<file path="src/rtl/mem_arb_pkg.sv">
`default_nettype none
// ============================================================================
// Package     : mem_arb_pkg
// Description : Shared types and constants for the IF/LS memory arbiter.
//               FSM state encoding, owner encoding and the default watchdog
//               limit.
// Revision    : 1.0 - initial release
// ============================================================================
package mem_arb_pkg;

    // Arbiter FSM states.
    typedef enum logic [1:0] {
        IDLE = 2'd0,
        REQ  = 2'd1,
        RESP = 2'd2
    } arb_state_e;

    // Transaction owner; also used as the round-robin priority holder.
    typedef enum logic {
        OWN_IF = 1'b0,
        OWN_LS = 1'b1
    } owner_e;

    // Default watchdog limit in cycles spent in REQ+RESP.
    localparam int c_DEFAULT_TIMEOUT = 255;

endpackage : mem_arb_pkg
`default_nettype wire

</file>
<file path="src/rtl/mem_arbiter_if.sv">
`default_nettype none
// ============================================================================
// Interface   : mem_arbiter_if
// Description : Bundles the instruction-fetch, load/store and memory-side
//               handshake signals around the memory arbiter.
//   master : arbiter view - accepts IF/LS requests, returns their responses
//            and masters the single memory port.
//   slave  : environment view - IF/LS requesters and the memory device.
// Revision    : 1.0 - initial release
// ============================================================================
interface mem_arbiter_if #(
    parameter int ADDR_WIDTH = 64,
    parameter int DATA_WIDTH = 64,
    parameter int MASK_WIDTH = 8
);
    // Instruction fetch channel
    logic                  if_req_valid;
    logic                  if_req_ready;
    logic [ADDR_WIDTH-1:0] if_addr;
    logic                  if_resp_valid;
    logic [DATA_WIDTH-1:0] if_rdata;

    // Load/store channel
    logic                  ls_req_valid;
    logic                  ls_req_ready;
    logic [ADDR_WIDTH-1:0] ls_addr;
    logic                  ls_wen;
    logic [DATA_WIDTH-1:0] ls_wdata;
    logic [MASK_WIDTH-1:0] ls_wmask;
    logic                  ls_resp_valid;
    logic [DATA_WIDTH-1:0] ls_rdata;

    // Memory port
    logic                  mem_req_valid;
    logic                  mem_req_ready;
    logic [ADDR_WIDTH-1:0] mem_addr;
    logic                  mem_wen;
    logic [DATA_WIDTH-1:0] mem_wdata;
    logic [MASK_WIDTH-1:0] mem_wmask;
    logic                  mem_resp_valid;
    logic [DATA_WIDTH-1:0] mem_rdata;

    modport master (
        input  if_req_valid, if_addr,
        output if_req_ready, if_resp_valid, if_rdata,
        input  ls_req_valid, ls_addr, ls_wen, ls_wdata, ls_wmask,
        output ls_req_ready, ls_resp_valid, ls_rdata,
        output mem_req_valid, mem_addr, mem_wen, mem_wdata, mem_wmask,
        input  mem_req_ready, mem_resp_valid, mem_rdata
    );

    modport slave (
        output if_req_valid, if_addr,
        input  if_req_ready, if_resp_valid, if_rdata,
        output ls_req_valid, ls_addr, ls_wen, ls_wdata, ls_wmask,
        input  ls_req_ready, ls_resp_valid, ls_rdata,
        input  mem_req_valid, mem_addr, mem_wen, mem_wdata, mem_wmask,
        output mem_req_ready, mem_resp_valid, mem_rdata
    );

endinterface : mem_arbiter_if
`default_nettype wire

</file>
<file path="src/rtl/rr_arb2.sv">
`default_nettype none
// ============================================================================
// Module      : rr_arb2
// Description : Two-way round-robin arbiter. Grant is combinational on the
//               request vector; the priority flop moves to the non-granted
//               requester whenever update is asserted with a live grant.
// Ports       : clk    - clock
//               rst    - asynchronous active-high reset (priority -> IF)
//               req    - request vector, bit0 = IF, bit1 = LS
//               update - commit the current grant and rotate priority
//               gnt    - one-hot grant (or 0 when no request)
// Revision    : 1.0 - initial release
// ============================================================================
module rr_arb2
    import mem_arb_pkg::*;
(
    input  wire logic       clk,
    input  wire logic       rst,
    input  wire logic [1:0] req,
    input  wire logic       update,
    output logic      [1:0] gnt
);

    owner_e r_prio;

    always_comb begin
        gnt = 2'b00;
        case (req)
            2'b01:   gnt = 2'b01;
            2'b10:   gnt = 2'b10;
            2'b11:   gnt = (r_prio == OWN_LS) ? 2'b10 : 2'b01;
            default: gnt = 2'b00;
        endcase
    end

    always_ff @(posedge clk or posedge rst) begin
        if (rst) begin
            r_prio <= OWN_IF;
        end else if (update && (gnt != 2'b00)) begin
            // Winner loses priority for the next contested round.
            r_prio <= gnt[0] ? OWN_LS : OWN_IF;
        end
    end

endmodule : rr_arb2
`default_nettype wire

</file>
<file path="src/rtl/mem_arbiter.sv">
`default_nettype none
// ============================================================================
// Module      : mem_arbiter
// Description : Shares one memory port between instruction fetch (IF) and
//               load/store (LS). Round-robin grant in IDLE, latched request
//               driven in REQ, response routed to the owner in RESP. One
//               transaction outstanding; a watchdog aborts hung transactions
//               and raises a sticky error.
// Ports       : clk         - clock
//               rst         - asynchronous active-high reset
//               bus         - mem_arbiter_if.master (IF, LS and memory sides)
//               timeout_err - sticky watchdog flag, cleared only by rst
// Revision    : 1.0 - initial release
// ============================================================================
module mem_arbiter
    import mem_arb_pkg::*;
#(
    parameter int ADDR_WIDTH     = 64,
    parameter int DATA_WIDTH     = 64,
    parameter int MASK_WIDTH     = 8,
    parameter int TIMEOUT_CYCLES = c_DEFAULT_TIMEOUT
) (
    input  wire logic     clk,
    input  wire logic     rst,
    mem_arbiter_if.master bus,
    output logic          timeout_err
);

    localparam int               CNT_W     = $clog2(TIMEOUT_CYCLES + 1);
    localparam logic [CNT_W-1:0] c_TIMEOUT = CNT_W'(TIMEOUT_CYCLES);
    localparam logic [CNT_W-1:0] c_ONE     = CNT_W'(1);

    arb_state_e            r_state;
    arb_state_e            w_nextState;
    owner_e                r_owner;
    logic [ADDR_WIDTH-1:0] r_addr;
    logic                  r_wen;
    logic [DATA_WIDTH-1:0] r_wdata;
    logic [MASK_WIDTH-1:0] r_wmask;
    logic [CNT_W-1:0]      r_wdogCnt;
    logic                  r_timeoutErr;

    logic [1:0]            w_req;
    logic [1:0]            w_gnt;
    logic                  w_grant;
    logic                  w_done;
    logic                  w_timeout;

    // Requests are masked while reset is held so no ready is shown then.
    assign w_req = rst ? 2'b00 : {bus.ls_req_valid, bus.if_req_valid};

    rr_arb2 u_rrArb (
        .clk    (clk),
        .rst    (rst),
        .req    (w_req),
        .update (w_grant),
        .gnt    (w_gnt)
    );

    assign w_grant   = (r_state == IDLE) && (w_gnt != 2'b00);
    assign w_done    = (r_state == RESP) && bus.mem_resp_valid;
    // A response arriving in the limit cycle still completes normally.
    assign w_timeout = (r_state != IDLE) && (r_wdogCnt == c_TIMEOUT) && !w_done;

    // ------------------------------------------------------------------
    // Next state and outputs
    // ------------------------------------------------------------------
    always_comb begin
        w_nextState       = r_state;
        bus.if_req_ready  = 1'b0;
        bus.ls_req_ready  = 1'b0;
        bus.if_resp_valid = 1'b0;
        bus.if_rdata      = '0;
        bus.ls_resp_valid = 1'b0;
        bus.ls_rdata      = '0;
        bus.mem_req_valid = 1'b0;

        case (r_state)
            IDLE: begin
                bus.if_req_ready = w_gnt[0];
                bus.ls_req_ready = w_gnt[1];
                if (w_grant) begin
                    w_nextState = REQ;
                end
            end
            REQ: begin
                // Dropped in the abort cycle so memory cannot accept it.
                bus.mem_req_valid = !w_timeout;
                if (w_timeout) begin
                    w_nextState = IDLE;
                end else if (bus.mem_req_ready) begin
                    w_nextState = RESP;
                end
            end
            RESP: begin
                if (w_done || w_timeout) begin
                    w_nextState = IDLE;
                end
            end
            default: begin
                w_nextState = IDLE;
            end
        endcase

        // Completion forwards memory data; an abort returns zero data.
        if (w_done || w_timeout) begin
            if (r_owner == OWN_IF) begin
                bus.if_resp_valid = 1'b1;
                bus.if_rdata      = w_done ? bus.mem_rdata : '0;
            end else begin
                bus.ls_resp_valid = 1'b1;
                bus.ls_rdata      = w_done ? bus.mem_rdata : '0;
            end
        end
    end

    // ------------------------------------------------------------------
    // State, latched request, watchdog and sticky error
    // ------------------------------------------------------------------
    always_ff @(posedge clk or posedge rst) begin
        if (rst) begin
            r_state      <= IDLE;
            r_owner      <= OWN_IF;
            r_addr       <= '0;
            r_wen        <= 1'b0;
            r_wdata      <= '0;
            r_wmask      <= '0;
            r_wdogCnt    <= '0;
            r_timeoutErr <= 1'b0;
        end else begin
            r_state <= w_nextState;

            if (w_grant) begin
                r_wdogCnt <= '0;
                if (w_gnt[1]) begin
                    r_owner <= OWN_LS;
                    r_addr  <= bus.ls_addr;
                    r_wen   <= bus.ls_wen;
                    r_wdata <= bus.ls_wdata;
                    r_wmask <= bus.ls_wmask;
                end else begin
                    // Fetches are always reads.
                    r_owner <= OWN_IF;
                    r_addr  <= bus.if_addr;
                    r_wen   <= 1'b0;
                    r_wdata <= '0;
                    r_wmask <= '0;
                end
            end else if ((r_state != IDLE) && (r_wdogCnt != c_TIMEOUT)) begin
                // Saturates at the limit, so it can never wrap.
                r_wdogCnt <= r_wdogCnt + c_ONE;
            end

            if (w_timeout) begin
                r_timeoutErr <= 1'b1;
            end
        end
    end

    assign bus.mem_addr  = r_addr;
    assign bus.mem_wen   = r_wen;
    assign bus.mem_wdata = r_wdata;
    assign bus.mem_wmask = r_wmask;
    assign timeout_err   = r_timeoutErr;

endmodule : mem_arbiter
`default_nettype wire

</file>
<file path="src/flat_wrapper.sv">
// flat-port wrapper written by rule: the top's interface ports become plain ports
module mem_arbiter_flat import mem_arb_pkg::*;
#(
    parameter int ADDR_WIDTH     = 64,
    parameter int DATA_WIDTH     = 64,
    parameter int MASK_WIDTH     = 8,
    parameter int TIMEOUT_CYCLES = c_DEFAULT_TIMEOUT
)
  (clk, rst, timeout_err, bus_if_req_valid, bus_if_addr, bus_if_req_ready, bus_if_resp_valid, bus_if_rdata, bus_ls_req_valid, bus_ls_addr, bus_ls_wen, bus_ls_wdata, bus_ls_wmask, bus_ls_req_ready, bus_ls_resp_valid, bus_ls_rdata, bus_mem_req_valid, bus_mem_addr, bus_mem_wen, bus_mem_wdata, bus_mem_wmask, bus_mem_req_ready, bus_mem_resp_valid, bus_mem_rdata);
  mem_arbiter_if #(.ADDR_WIDTH(ADDR_WIDTH), .DATA_WIDTH(DATA_WIDTH), .MASK_WIDTH(MASK_WIDTH)) bus_i ();
  input  wire logic clk;
  input  wire logic rst;
  output logic timeout_err;
  input wire logic [$bits(bus_i.if_req_valid)-1:0] bus_if_req_valid;
  input wire logic [$bits(bus_i.if_addr)-1:0] bus_if_addr;
  output wire logic [$bits(bus_i.if_req_ready)-1:0] bus_if_req_ready;
  output wire logic [$bits(bus_i.if_resp_valid)-1:0] bus_if_resp_valid;
  output wire logic [$bits(bus_i.if_rdata)-1:0] bus_if_rdata;
  input wire logic [$bits(bus_i.ls_req_valid)-1:0] bus_ls_req_valid;
  input wire logic [$bits(bus_i.ls_addr)-1:0] bus_ls_addr;
  input wire logic [$bits(bus_i.ls_wen)-1:0] bus_ls_wen;
  input wire logic [$bits(bus_i.ls_wdata)-1:0] bus_ls_wdata;
  input wire logic [$bits(bus_i.ls_wmask)-1:0] bus_ls_wmask;
  output wire logic [$bits(bus_i.ls_req_ready)-1:0] bus_ls_req_ready;
  output wire logic [$bits(bus_i.ls_resp_valid)-1:0] bus_ls_resp_valid;
  output wire logic [$bits(bus_i.ls_rdata)-1:0] bus_ls_rdata;
  output wire logic [$bits(bus_i.mem_req_valid)-1:0] bus_mem_req_valid;
  output wire logic [$bits(bus_i.mem_addr)-1:0] bus_mem_addr;
  output wire logic [$bits(bus_i.mem_wen)-1:0] bus_mem_wen;
  output wire logic [$bits(bus_i.mem_wdata)-1:0] bus_mem_wdata;
  output wire logic [$bits(bus_i.mem_wmask)-1:0] bus_mem_wmask;
  input wire logic [$bits(bus_i.mem_req_ready)-1:0] bus_mem_req_ready;
  input wire logic [$bits(bus_i.mem_resp_valid)-1:0] bus_mem_resp_valid;
  input wire logic [$bits(bus_i.mem_rdata)-1:0] bus_mem_rdata;
  assign bus_i.if_req_valid = bus_if_req_valid;
  assign bus_i.if_addr = bus_if_addr;
  assign bus_if_req_ready = bus_i.if_req_ready;
  assign bus_if_resp_valid = bus_i.if_resp_valid;
  assign bus_if_rdata = bus_i.if_rdata;
  assign bus_i.ls_req_valid = bus_ls_req_valid;
  assign bus_i.ls_addr = bus_ls_addr;
  assign bus_i.ls_wen = bus_ls_wen;
  assign bus_i.ls_wdata = bus_ls_wdata;
  assign bus_i.ls_wmask = bus_ls_wmask;
  assign bus_ls_req_ready = bus_i.ls_req_ready;
  assign bus_ls_resp_valid = bus_i.ls_resp_valid;
  assign bus_ls_rdata = bus_i.ls_rdata;
  assign bus_mem_req_valid = bus_i.mem_req_valid;
  assign bus_mem_addr = bus_i.mem_addr;
  assign bus_mem_wen = bus_i.mem_wen;
  assign bus_mem_wdata = bus_i.mem_wdata;
  assign bus_mem_wmask = bus_i.mem_wmask;
  assign bus_i.mem_req_ready = bus_mem_req_ready;
  assign bus_i.mem_resp_valid = bus_mem_resp_valid;
  assign bus_i.mem_rdata = bus_mem_rdata;
  mem_arbiter #(.ADDR_WIDTH(ADDR_WIDTH), .DATA_WIDTH(DATA_WIDTH), .MASK_WIDTH(MASK_WIDTH), .TIMEOUT_CYCLES(TIMEOUT_CYCLES)) u_core (.clk(clk), .rst(rst), .bus(bus_i), .timeout_err(timeout_err));
endmodule
</file>
<file path="config.mk">
export PLATFORM = sky130hd
export DESIGN_NAME = mem_arbiter_flat
export DESIGN_NICKNAME = d
export VERILOG_FILES = /design/src/rtl/mem_arb_pkg.sv /design/src/rtl/mem_arbiter_if.sv /design/src/rtl/rr_arb2.sv /design/src/rtl/mem_arbiter.sv /design/src/flat_wrapper.sv
export SDC_FILE = /design/constraint.sdc
export NUM_CORES = 1
export LEC_CHECK = 0
export ABC_AREA = 1
export CAP_MARGIN = 30
export CELL_PAD_IN_SITES_DETAIL_PLACEMENT = 1
export CELL_PAD_IN_SITES_GLOBAL_PLACEMENT = 1
export CORE_AREA = 2 2 213 215
export CTS_BUF_LIST = sky130_fd_sc_hd__clkbuf_4
export CTS_CLUSTER_DIAMETER = 200
export DETAILED_ROUTE_END_ITERATION = 7
export DIE_AREA = 0 0 215 217
export GPL_ROUTABILITY_DRIVEN = 0
export HOLD_SLACK_MARGIN = 0.15
export PLACE_DENSITY_LB_ADDON = 0.15
export SLEW_MARGIN = 20
export SYNTH_ARGS = -nofsm -noshare
export SYNTH_HDL_FRONTEND = slang
export SYNTH_SLANG_ARGS = --single-unit
</file>
<file path="constraint.sdc">
create_clock -name clk -period 14.25 [get_ports clk]
set_input_delay 3.5625 -clock clk [delete_from_list [all_inputs] [get_ports clk]]
set_output_delay 3.5625 -clock clk [all_outputs]
set_load 0.01 [all_outputs]
</file>
======== After elaboration in Yosys (flattened, before gate mapping) ========
Index checks and enable logic that the tools add are counted.
W data, S select, Z words.
cells by class
  add/subtract/negate cells ............... 1
  eq/ne operators ......................... 10
  muxes and demuxes ....................... 28
  reductions and logical operators ........ 14
operators with widths
  cell                   number
  $mux W64               7
  $mux W8                3
  $mux W2                6
  $pmux W2 S3            2
  $mux W1                10
  $add A8 B1 Y8 const B  1
  $eq A8 B8 Y1 const B   1
  $ne A8 B8 Y1 const B   1
  $eq A2 B2 Y1 const B   3
  $logic_and A1 B1 Y1    6
  $reduce_bool A2 Y1     3
  $eq A2 B1 Y1 const B   2
  $ne A2 B2 Y1 const B   2
  $ne A3 B2 Y1 const B   1
  $reduce_and A3 Y1      1
  $logic_not A1 Y1       2
  $logic_not A2 Y1       1
  $logic_or A1 B1 Y1     1
word-level totals
  register bits ........................... 150
  output and inout port bits .............. 271
  logic and storage cells ................. 62

======== Logic depth before layout (Yosys ltp) ========
  word-level depth ........................ 7
  mapped depth ............................ 10
  depth with buffers taken out ............ 9

======== Cells and area by module ========
A second synthesis with hierarchy kept.
second synthesis, totals
  cell total of the unflattened synthesis .. 844
  area total of the unflattened synthesis .. 7806.2 um^2
by module, submodules not included
  module       instances  cells an instance  area an instance (um^2)  seq. area each (um^2)
  mem_arbiter  1          835                7742.4                   3728.6
  rr_arb2      1          9                  63.8                     25.0

======== Worst setup path after synthesis ========
No wires, ideal clock.
  path type ............................... input to output
  start point ............................. in rst
  end point ............................... out bus_ls_req_ready
  data arrival time ....................... 6.008 ns
  required time ........................... 10.688 ns
  setup slack ............................. 4.680 ns
  cell stages on the path ................. 7
  buffers on the path ..................... 1
  cell sequence ........................... inv_2 nand2_1 a21oi_1 inv_1 nand3_1 inv_1 buf_2
on the way
  cells in the longest elaborated chain, start to end .. 4
  elaborated cells between the ends (all ways) .. 6
ends and longest elaborated chain
  item                                          RTL line            source
  from (decl)                                   flat_wrapper.sv:12  input wire logic rst;
  $mux W2 (*)                                   mem_arbiter.sv:50   assign w_req = rst ? 2'b00 : {bus.ls_req_valid, bus.if_req_valid};
  $eq A2 B2 Y1 or $eq A2 B1 Y1 (tied branches)  rr_arb2.sv:28       case (req)
  $pmux W2 S3 (*)                               rr_arb2.sv:28
  $mux W1 (*)                                   mem_arbiter.sv:78   case (r_state)
  to (decl)                                     flat_wrapper.sv:24  output wire logic [$bits(bus_i.ls_req_ready)-1:0] bus_ls_req_ready;
Mark *: on every way between the ends. The rest lies on a longest branch, timed or not.

======== Worst setup path after layout ========
  start point ............................. in bus_mem_resp_valid
  end point ............................... out bus_if_rdata[63]
on the way
  cells in the longest elaborated chain, start to end .. 5
  elaborated cells between the ends (all ways) .. 7
ends and longest elaborated chain
  item                     RTL line            source
  from (decl)              flat_wrapper.sv:33  input wire logic [$bits(bus_i.mem_resp_valid)-1:0] bus_mem_resp_valid;
  $logic_and A1 B1 Y1 (*)  mem_arbiter.sv:61   assign w_done = (r_state == RESP) && bus.mem_resp_valid;
  $logic_not A1 Y1         mem_arbiter.sv:63   assign w_timeout = (r_state != IDLE) && (r_wdogCnt == c_TIMEOUT) && !w_done;
  $logic_and A1 B1 Y1      mem_arbiter.sv:63
  $logic_or A1 B1 Y1       mem_arbiter.sv:106  if (w_done || w_timeout) begin
  $mux W64 (*)             mem_arbiter.sv:106
  to (decl)                flat_wrapper.sv:18  output wire logic [$bits(bus_i.if_rdata)-1:0] bus_if_rdata;
Marks and branches as above.

==> summary.txt <==
Logic synthesis
  – Count of cell types in the netlist: 21
  – Syn avg cell area: between 7 and 8 um2
  – Synth top cells by count: nand2_1 (382), dfrtp_1 (150), inv_1 (145)
  – Top cell type's share of synthesized area: 45.0%
  – Synth area leader: dfrtp_1
  – Post-synth net total: 1324
  – Register area share after synthesis: 45.0%
  – FF+latch count, synth: 150
  – Post-synth EDFFs: 0
  – Main synth FF type: dfrtp_1
  – Synth Instances: 1052
  – Cell Area, Synth: 0.00834 mm2
  – Ys Warns: 0
  – Synth top area cells: dfrtp_1 (45%), nand2_1 (17%), nor3_2 (15%)
  – Top-count cell post-synth: nand2_1
  – Synth async-reset ratio: 100%

Route
  – Total number of vias: 8533
  – Drt pass-1 iters: 4
  – DRC: 0
  – Post-Route WL: roughly 38000 um
  – Starting DRT DRC Count: 233
  – Routed vias/inst: 3.94
  – Wirelength per Cell: 17.5 um
  – DRT antenna net count: 0

Global route
  – Gr ovfl total: 0
  – GRT Util Overall: 16.0%
  – First-pass GRT wire length: 56200 um
  – Initial antenna violation count: 7
  – Vias in the first global route: just under 9000
  – Pin count of the biggest net entering global routing: 104

STA
  – Worst-Margin Slew: 0.962 ns
  – Setup TNS: 0 ns
  – Slew HR: 35.9%
  – Final setup violation count: 0
  – Max Clk Rate: 102 MHz
  – Final Hold Fails: 0
  – Period utilization: around two thirds
  – Clock Skew: 0.0254 ns
  – Final worst slack: ~4.5 ns
  – Min Clock Period, post-route: 9.78 ns
  – Tightest hold margin: 0.497 ns
  – RSZ-0062 raised after global routing: no
  – Fin. max-slew vios: 0

Setup path
  – Worst Setup Start Kind: input port
  – Crit end category: output port
  – CP Data Required Time: 10.69 ns
  – Crit path kind: input port to output port
  – Worst-path fanout max: 65
  – CP arrival: 6.22 ns

Power and ir drop
  – Clock network fraction of design power: between 10% and 20%
  – Sw frac: 42.2%
  – Switching power: 923 uW
  – PwrDens: roughly 150 mW/mm2
  – VDD IR max: 0.0707 mV
  – Lkg Pwr: between 0.006 and 0.007 uW
  – Logic gate share of total power: 53.7%
  – Sequential power share: between 30% and 40%
  – Internal Pwr Total: 1270 uW

Clock network
  – # clock sinks: 150
  – CTS resizes: 0
  – Clock Path Buffers: 2
  – H-tree levels: 4
  – CTS Hold Bufs: 0
  – CTS Buf Count: 17
  – Worst-path clk slew: 0.14 ns
  – # Post-CTS Setup Buffers: 0
  – Worst skew pair latency: a little over 0.6 ns
  – CTS tree: built
  – Root Buffer: clkbuf_4

Cells and area
  – Layout cells sized above 1: between 10% and 20%
  – Fill count: 5422
  – Final nets: 1823
  – Area grow syn2layout: 73.5%

Outcome
  – Outcome: finished, final reports clean

Placed design
  – Post-DP HPWL: 29300 um
  – Place WS: 4.47 ns
  – IO buf count: 541

Flow run
  – Max Cap Viol: 0

Floorplan
  – Die area: 0.0467 mm2
  – Core ar.: approximately 0.045 mm2
  – Num rows: 78
  – Die height: roughly 220 um
  – I/O Pins: 542
  – Initial core utilization: 18.7%
  – Die W: 215 um

Worst hold path
  – Min-delay worst type: flip-flop to flip-flop
[worst max-delay path, stage by stage]
cell and delay (ns):
clkdlybuf4s50_1 0.42, inv_1 0.09, nor3_2 0.08, inv_6 0.51, buf_4 0.87, nor3_1 0.10, clkdlybuf4s50_1 0.52
[power groups by stage]
stage	Combinational, uW	Sequential, uW	Clock, uW
2_1_floorplan	453	835	0
3_3_place_gp	1150	785	0
3_5_place_dp	1190	767	0
4_1_cts	1200	760	279
5_1_grt	1280	786	294
6_report	1180	756	258
[metal layers]
metal  up-vias  global-route usage [%]  wire, um
met4         4                    4.83       617
li1       4246                       -         -
met5         -                       0        33
met3        31                    6.76      3530
met1      3943                    17.5     14800
met2       309                    28.0     18900
[metrics by stage]
stage / cell area [um2] / power [uW] / std cells / utilization (%)
final: 14500 / 2190 / 2168 / 32.4
after global routing: 14500 / 2370 / 2167 / 32.4
after CTS: 14400 / 2240 / 2160 / 32.2
after detailed placement: 14200 / 1960 / 2129 / 31.7
after global placement: 14100 / 1930 / 2128 / 31.6
after floorplan: 8340 / 1290 / 1052 / -
[cells in the final DEF (no fill, tap or decap), drive strengths merged, types with 5 or more instances in the layout]
master	n
buf	13
clkbuf	20
clkdlybuf4s50	541
clkinv	7
dfrtp	150
diode	5
inv	150
nand2	384
nand3	11
nor2	11
nor3	129
o21ai	136
[layout make-up]
type / count / area (um2) / share of cell area, %
antenna: 5 / 12.5 / 0.0865
timing repair buffer: 554 / 5590 / 38.6
multi-input combinational: 680 / 3570 / 24.7
clock buffer: 20 / 150 / 1.04
tap: 600 / 751 / 5.19
sequential: 150 / 3760 / 26.0
inverter: 148 / 567 / 3.92
clock inverter: 11 / 78.8 / 0.545
[worst paths after layout]
kind	depth (start not counted)	slack [ns]	startpoint	end
hold / removal	2	0.50	u_core.bus.mem_wdata[0]	u_core.bus.mem_wdata[0]
max in group asynchronous	4	10.01	rst	u_core.r_owner
hold reg to reg	2	0.50	u_core.bus.mem_wdata[0]	u_core.bus.mem_wdata[0]
setup / recovery	7	4.47	bus_mem_resp_valid	bus_if_rdata[63]
setup reg to reg	7	11.46	u_core.r_state[0]	u_core.bus.mem_addr[0]
min in group asynchronous	2	3.25	rst	u_core.bus.mem_wdata[52]
[logic make-up (layout without fill, tap and decap cells)]
kind of cell	count (synthesis)	after routing	synth area share (%)
fa+ha+maj	1	1	0.150
other cells	0	5	0
simple gates	535	535	33.6
buf+inv	222	733	12.4
flops	150	150	45.0
xor+xnor	3	3	0.315
compound gates	141	141	8.52
[sequential cells by signal, indices dropped and copies added, names as in the netlist]
name                   count
u_core.r_wdogCnt           8
u_core.timeout_err         1
u_core.bus.mem_wen         1
u_core.u_rrArb.r_prio      1
u_core.r_owner             1
u_core.r_state             2
u_core.bus.mem_wmask       8
u_core.bus.mem_addr       64
u_core.bus.mem_wdata      64
Power figures use the tool's default switching activity.
